===== config.mk =====
export PLATFORM = sky130hd
export DESIGN_NAME = axis_testpattern_burst_ctrl
export DESIGN_NICKNAME = d
export VERILOG_FILES = /design/src/rtl/axis_tpg_pkg.sv /design/src/rtl/axis_testpattern_burst_ctrl.sv
export SDC_FILE = /design/constraint.sdc
export NUM_CORES = 1
export LEC_CHECK = 0
export BUFFER_PORTS_ARGS = -buffer_cell sky130_fd_sc_hd__buf_4
export CAP_MARGIN = 40
export CORE_MARGIN = 8
export CORE_UTILIZATION = 54
export DETAILED_ROUTE_END_ITERATION = 10
export MAX_ROUTING_LAYER = met4
export PLACE_DENSITY = 0.86
export SLEW_MARGIN = 20
export SYNTH_ARGS = -nofsm -noshare
export SYNTH_HDL_FRONTEND = slang
export SYNTH_SLANG_ARGS = --single-unit
export TNS_END_PERCENT = 20

===== constraint.sdc =====
create_clock -name m_axis_aclk -period 5 [get_ports m_axis_aclk]
set_input_delay 0.75 -clock m_axis_aclk [delete_from_list [all_inputs] [get_ports m_axis_aclk]]
set_output_delay 0.75 -clock m_axis_aclk [all_outputs]
set_load 0.01 [all_outputs]

===== src/rtl/axis_tpg_pkg.sv =====
// ============================================================================
// axis_tpg_pkg
// ----------------------------------------------------------------------------
// Shared declarations for the AXI-Stream test-pattern burst scheduler.
//
// Contents:
//   state_e      - scheduler state (IDLE / RUN / GAP)
//   BURST_IDX_W  - width of the frame index output
//   BEAT_TOTAL_W - width of the accepted-beat total output
//   clog2_min1() - counter width helper that never returns less than 1 bit
// ============================================================================
package axis_tpg_pkg;

   typedef enum logic [1:0] {
      ST_IDLE = 2'd0,
      ST_RUN  = 2'd1,
      ST_GAP  = 2'd2
   } state_e;

   localparam int BURST_IDX_W  = 16;
   localparam int BEAT_TOTAL_W = 32;

   // Width of a counter that must hold 0 .. value-1. Values of 0, 1 or 2 still
   // get one bit so that the counter declaration is never zero-width.
   function automatic int clog2_min1(input int value);
      return (value <= 2) ? 1 : $clog2(value);
   endfunction

endpackage : axis_tpg_pkg


===== src/rtl/axis_testpattern_burst_ctrl.sv =====
// ============================================================================
// axis_testpattern_burst_ctrl
// ----------------------------------------------------------------------------
// Burst scheduler placed between the AXI-Stream test-pattern generator and the
// downstream consumer. It enables the generator, passes its stream through
// combinationally while a frame is open, cuts the stream into frames of
// BURST_LEN beats (tlast on the final beat), inserts GAP_CYCLES idle cycles
// between frames and stops after BURST_COUNT frames (0 = run until abort).
// An abort never truncates a frame: it takes effect at the next frame
// boundary, or immediately when the scheduler is already between frames.
//
// Parameters:
//   DATA_WIDTH  - tdata width, matches the generator's stream width
//   BURST_LEN   - beats per frame (>= 1)
//   BURST_COUNT - frames per run, 0 = unlimited
//   GAP_CYCLES  - idle cycles between frames, 0 = back-to-back frames
//
// Ports:
//   m_axis_aclk    in   clock, rising edge
//   m_axis_aresetn in   synchronous active-low reset
//   start          in   begin a run (accepted only in IDLE)
//   abort          in   stop at the next frame boundary
//   gen_enable     out  generator enable (high in RUN)
//   s_axis_*       in/out  stream from the generator (tdata, tvalid, tready)
//   m_axis_*       out/in  stream to the consumer (tdata, tvalid, tready, tlast)
//   busy           out  high while in RUN or GAP
//   done           out  one-cycle pulse in the first IDLE cycle after a run
//   burst_idx      out  index of the current frame, from 0
//   beat_total     out  beats accepted downstream since the last start
// ============================================================================
module axis_testpattern_burst_ctrl
   import axis_tpg_pkg::*;
#(
   parameter int DATA_WIDTH  = 24,
   parameter int BURST_LEN   = 16,
   parameter int BURST_COUNT = 4,
   parameter int GAP_CYCLES  = 8
) (
   input  logic                    m_axis_aclk,
   input  logic                    m_axis_aresetn,

   input  logic                    start,
   input  logic                    abort,
   output logic                    gen_enable,

   input  logic [DATA_WIDTH-1:0]   s_axis_tdata,
   input  logic                    s_axis_tvalid,
   output logic                    s_axis_tready,

   output logic [DATA_WIDTH-1:0]   m_axis_tdata,
   output logic                    m_axis_tvalid,
   input  logic                    m_axis_tready,
   output logic                    m_axis_tlast,

   output logic                    busy,
   output logic                    done,
   output logic [BURST_IDX_W-1:0]  burst_idx,
   output logic [BEAT_TOTAL_W-1:0] beat_total
);

   // -------------------------------------------------------------------------
   // Derived constants
   // -------------------------------------------------------------------------
   localparam int BEAT_CNT_W = clog2_min1(BURST_LEN);
   localparam int GAP_CNT_W  = clog2_min1(GAP_CYCLES);

   localparam logic [BEAT_CNT_W-1:0]  LAST_BEAT  = BEAT_CNT_W'(BURST_LEN - 1);
   localparam logic [GAP_CNT_W-1:0]   LAST_GAP   =
      GAP_CNT_W'((GAP_CYCLES == 0) ? 0 : GAP_CYCLES - 1);
   localparam logic [BURST_IDX_W-1:0] LAST_BURST =
      BURST_IDX_W'((BURST_COUNT == 0) ? 0 : BURST_COUNT - 1);

   // -------------------------------------------------------------------------
   // State
   // -------------------------------------------------------------------------
   state_e                    state_q,      state_d;
   logic [BEAT_CNT_W-1:0]     beat_cnt_q,   beat_cnt_d;
   logic [GAP_CNT_W-1:0]      gap_cnt_q,    gap_cnt_d;
   logic [BURST_IDX_W-1:0]    burst_idx_q,  burst_idx_d;
   logic [BEAT_TOTAL_W-1:0]   beat_total_q, beat_total_d;
   logic                      abort_pend_q, abort_pend_d;
   logic                      done_q,       done_d;
   logic                      busy_q,       busy_d;
   logic                      gen_en_q,     gen_en_d;

   // -------------------------------------------------------------------------
   // Stream path: zero-latency pass-through, closed outside RUN so the
   // generator holds any pending beat while the scheduler is idle or in a gap.
   // -------------------------------------------------------------------------
   logic in_run;
   logic beat;
   logic last_beat;
   logic run_complete;

   assign in_run        = (state_q == ST_RUN);
   assign m_axis_tdata  = in_run ? s_axis_tdata : '0;
   assign m_axis_tvalid = in_run & s_axis_tvalid;
   assign s_axis_tready = in_run & m_axis_tready;
   // tlast depends only on the beat counter, so it stays put while stalled.
   assign m_axis_tlast  = in_run & (beat_cnt_q == LAST_BEAT);

   assign beat      = m_axis_tvalid & m_axis_tready;
   assign last_beat = beat & (beat_cnt_q == LAST_BEAT);

   // A run ends at a frame boundary when the frame quota is reached or an
   // abort is pending; the abort sampled on the boundary beat itself counts.
   assign run_complete = ((BURST_COUNT != 0) && (burst_idx_q == LAST_BURST)) ||
                         abort_pend_q || abort;

   // -------------------------------------------------------------------------
   // Next-state logic
   // -------------------------------------------------------------------------
   always_comb begin
      // NOTE: every _d signal is defaulted to its register first, so no path
      // through the case statement can leave one unassigned and infer a latch.
      state_d      = state_q;
      beat_cnt_d   = beat_cnt_q;
      gap_cnt_d    = gap_cnt_q;
      burst_idx_d  = burst_idx_q;
      beat_total_d = beat_total_q;
      abort_pend_d = abort_pend_q;
      done_d       = 1'b0;

      unique case (state_q)
         ST_IDLE: begin
            if (start) begin
               state_d      = ST_RUN;
               beat_cnt_d   = '0;
               gap_cnt_d    = '0;
               burst_idx_d  = '0;
               beat_total_d = '0;
               // start wins over a simultaneous abort, which is remembered.
               abort_pend_d = abort;
            end
         end

         ST_RUN: begin
            if (abort) begin
               abort_pend_d = 1'b1;
            end
            if (beat) begin
               beat_cnt_d   = beat_cnt_q + 1'b1;
               beat_total_d = beat_total_q + 1'b1;
            end
            if (last_beat) begin
               beat_cnt_d = '0;
               if (run_complete) begin
                  state_d = ST_IDLE;
                  done_d  = 1'b1;
               end else if (GAP_CYCLES == 0) begin
                  burst_idx_d = burst_idx_q + 1'b1;
               end else begin
                  state_d     = ST_GAP;
                  burst_idx_d = burst_idx_q + 1'b1;
                  gap_cnt_d   = '0;
               end
            end
         end

         ST_GAP: begin
            gap_cnt_d = gap_cnt_q + 1'b1;
            if (abort || abort_pend_q) begin
               // Nothing is in flight between frames, so stop right away.
               state_d = ST_IDLE;
               done_d  = 1'b1;
            end else if (gap_cnt_q == LAST_GAP) begin
               state_d   = ST_RUN;
               gap_cnt_d = '0;
            end
         end

         default: begin
            state_d = ST_IDLE;
         end
      endcase

      // Status flags are registered from the next state so they line up
      // exactly with the state register rather than lagging it by a cycle.
      busy_d   = (state_d != ST_IDLE);
      gen_en_d = (state_d == ST_RUN);
   end

   // -------------------------------------------------------------------------
   // Registers
   // -------------------------------------------------------------------------
   // NOTE: state is updated with non-blocking assignments only, so every
   // register samples the values computed before this edge, independent of
   // statement order.
   always_ff @(posedge m_axis_aclk) begin
      if (!m_axis_aresetn) begin
         state_q      <= ST_IDLE;
         beat_cnt_q   <= '0;
         gap_cnt_q    <= '0;
         burst_idx_q  <= '0;
         beat_total_q <= '0;
         abort_pend_q <= 1'b0;
         done_q       <= 1'b0;
         busy_q       <= 1'b0;
         gen_en_q     <= 1'b0;
      end else begin
         state_q      <= state_d;
         beat_cnt_q   <= beat_cnt_d;
         gap_cnt_q    <= gap_cnt_d;
         burst_idx_q  <= burst_idx_d;
         beat_total_q <= beat_total_d;
         abort_pend_q <= abort_pend_d;
         done_q       <= done_d;
         busy_q       <= busy_d;
         gen_en_q     <= gen_en_d;
      end
   end

   // -------------------------------------------------------------------------
   // Outputs
   // -------------------------------------------------------------------------
   assign gen_enable = gen_en_q;
   assign busy       = busy_q;
   assign done       = done_q;
   assign burst_idx  = burst_idx_q;
   assign beat_total = beat_total_q;

endmodule : axis_testpattern_burst_ctrl


==> metrics.yaml <==
final_layout:
  drive_gt1_share_pct: 27.7
  multi_input_area_um2: 1810
  seq_area_um2: 1220
  layout_common_cells: "111 x buf_4, 61 x dfxtp_1, 33 x nor2_1"
  area_growth_pct: 34.6
  final_common_cell: "buf_4"
  antenna_cells: 0
  final_cells: 559
  finalNetCount: 518
  fillCellCount: 481
yosys:
  ys_ff_latch: 61
  avgSynthCellArea_um2: 8.41
  async_flop_share_pct: 0
  yosysWarnings: 0
  synth_ff_type: "dfxtp_1"
  synth_edf_count: 0
  synth_fp_nets: 413
  seq_area_frac_synth_pct: 38.8
  ys_types: 47
  syn_inst: 374
  syn_area_um2: 3150
global_routing:
  grt_pass1_wl_mm: 14.4
  grtUsageTotal_pct: 21.0
  antenna_found_initial: 0
  grt_pass1_vias: 3034
  grt.overflow.total: 0
  grt_max_degree: 37
timing:
  finalHoldViolations: 0
  max_slew_margin_pct: 47.3
  fin_ws_ns: 2.25
  finalSetupViolations: 0
  tightest_slew_ns: 0.791
  hold_slack_ns: 0.466
  grt_setup_unrepaired: "false"
  fin_skew_ns: 0.00826
  min_period_ns: 2.75
  fmaxAchievable_mhz: 363
  slew_viol_final: 0
  fin_crit_sh_pct: 55.1
  setup_tns_ns: 0
floorplanning:
  start_util_pct: 54.4
  placeableCoreArea_um2: 5780
  io_pins: 108
  die_w_um: 92.3
  fp-row-count: 28
  dieArea_um2: 8520
  dieHeight_um: 92.3
clock_tree:
  post_cts_resized: 0
  cts_tree: "built"
  clk_path_buf_depth: 2
  cts_sinks: 61
  clkTransAtPathRegs_ns: 0.07
  htreeDepth: 3
  postCtsSetupRepairBufs: 0
  clock-root-buffer: "clkbuf_8"
  numCtsBuffers: 9
  hold_buffers: 0
  clock_latency_ns: 0.35
detailed_routing:
  dr.first_iter.drc_count: 237
  detail_route.first_pass.iterations: 4
  vias_per_cell: 5.64
  ant_nets: 0
  via_count: 3153
  wl_per_cell_um: 15.2
  routed_wl_mm: 8.50
  drcViolationCount: 0
critical_path:
  startpoint: "state_q[1]$_SDFF_PN0_"
  critPathCaptureType: "register"
  reg2reg_slack_ns: 2.25
  worstPathMaxFanout: 25
  slowest_stage: "or4_1"
  path_cells: "inv_1 > ha_1 > buf_6 > mux2i_1 > buf_4 > a211oi_2 > buf_4 > nand3_1 > or4_1 > a21oi_1"
  crit_type: "register to register"
  cp_top_family: "simple AND/OR/NAND/NOR gates"
  crit_required_ns: 5.28
  cp-start-kind: "register"
  slowest_delay_ns: 0.53
  cp_data_arrival_time_ns: 3.03
  path_common_cell: "buf_4"
  cp_num_buf_inv: 4
  r2r_start: "state_q[1]$_SDFF_PN0_"
power:
  ir_drop_uv: 196
  power_leakage_nw: 1.77
  p_per_area_nw_per_um2: 266
flow_run:
  drv_cap: 0
min_path:
  hold_path.class: "register to register"
  min_from: "gap_cnt_q[1]$_SDFFE_PN0P_"
outcome:
  status: "finished, final reports clean"
placed_design:
  numPortBuffers: 107
  place_ws_ns: 2.27
  place.gp.congestion: 0.893
  dpl.hpwl_mm: 6.31
  place_inst: 543
logic make-up (layout without fill, tap and decap cells):
kind of cell | Yosys count | count (layout) | share of synthesized area, %
AOI/OAI and AO/OA | 58 | 58 | 11.6
xor gates and xnor gates | 26 | 26 | 7.24
adders and majority gates | 9 | 9 | 3.58
buffers and inverters | 28 | 138 | 3.62
DFF | 61 | 61 | 38.8
muxes | 9 | 9 | 2.86
and+or+nand+nor | 183 | 183 | 32.3
registers in the layout, indices dropped and copies added (netlist names):
name,flops
beat_total,32
busy,1
beat_cnt_q,4
gen_enable,1
state_q,2
abort_pend_q,1
done,1
burst_idx,16
gap_cnt_q,3
worst paths after layout:
kind / depth (start not counted) / endpoint
worst max-delay path: 10 / beat_total[31]$_SDFFE_PN0P_
worst min register to register: 2 / gap_cnt_q[1]$_SDFFE_PN0P_
worst max register to register: 10 / beat_total[31]$_SDFFE_PN0P_
worst min-delay path: 2 / gap_cnt_q[1]$_SDFFE_PN0P_
power breakdown:
| part | total, mW | internal [mW] | switching [mW] |
|---|---|---|---|
| sequential | 0.496 | 0.491 | 0.00440 |
| clock | 0.496 | 0.283 | 0.214 |
| combinational | 0.135 | 0.0617 | 0.0730 |
| total | 1.13 | 0.836 | 0.291 |
cells in the mapped netlist, types with 3 or more instances:
cell type | count | area, µm²
inv_1 | 10 | 37.5
mux2i_1 | 9 | 90.1
or3_1 | 6 | 37.5
or4_1 | 12 | 90.1
xor2_1 | 22 | 193
nand2_1 | 27 | 101
buf_2 | 3 | 15.0
nand3_1 | 24 | 120
nor2_1 | 33 | 124
and4_1 | 5 | 43.8
nand4_1 | 14 | 87.6
dfxtp_1 | 61 | 1220
ha_1 | 9 | 113
a21oi_1 | 19 | 95.1
o21ai_0 | 12 | 60.1
o21a_1 | 3 | 22.5
and2_1 | 28 | 175
xnor2_1 | 4 | 35.0
and3_1 | 10 | 62.6
nor3_1 | 6 | 30.0
clkbuf_1 | 13 | 48.8
nand2b_1 | 3 | 18.8
nor4_1 | 4 | 25.0
o31ai_1 | 9 | 67.6
worst min-delay path, stage by stage, from the launching register on:
cell     delay (ns)
dfxtp_1        0.32
nand2_1        0.05
mux2i_1        0.05
cell type report:
type,instances,share of cell area (%)
Multi-Input combinational cell,285,42.8
Sequential cell,61,28.8
Timing Repair Buffer,112,19.9
Clock buffer,9,2.93
Clock inverter,7,2.33
Tap cell,75,2.22
Inverter,10,0.887
metrics by stage:
step                total power [mW]  area [µm²]  util, %
floorplan                      0.581        3150        -
global placement               0.637        4000     69.2
detailed placement             0.643        4010     69.4
CTS                             1.13        4230     73.2
global route                    1.17        4230     73.2
finish                          1.13        4230     73.2
layer usage:
metal  part of all wire, %  vias up  global-route usage (%)
li1                      -     1544                       -
met1                    42     1504                    23.6
met2                    52       91                    35.0
met3                   4.8       14                    4.69
met4                   1.9        0                    8.99
met5                     0        -                       -
Power figures use the tool's default switching activity.
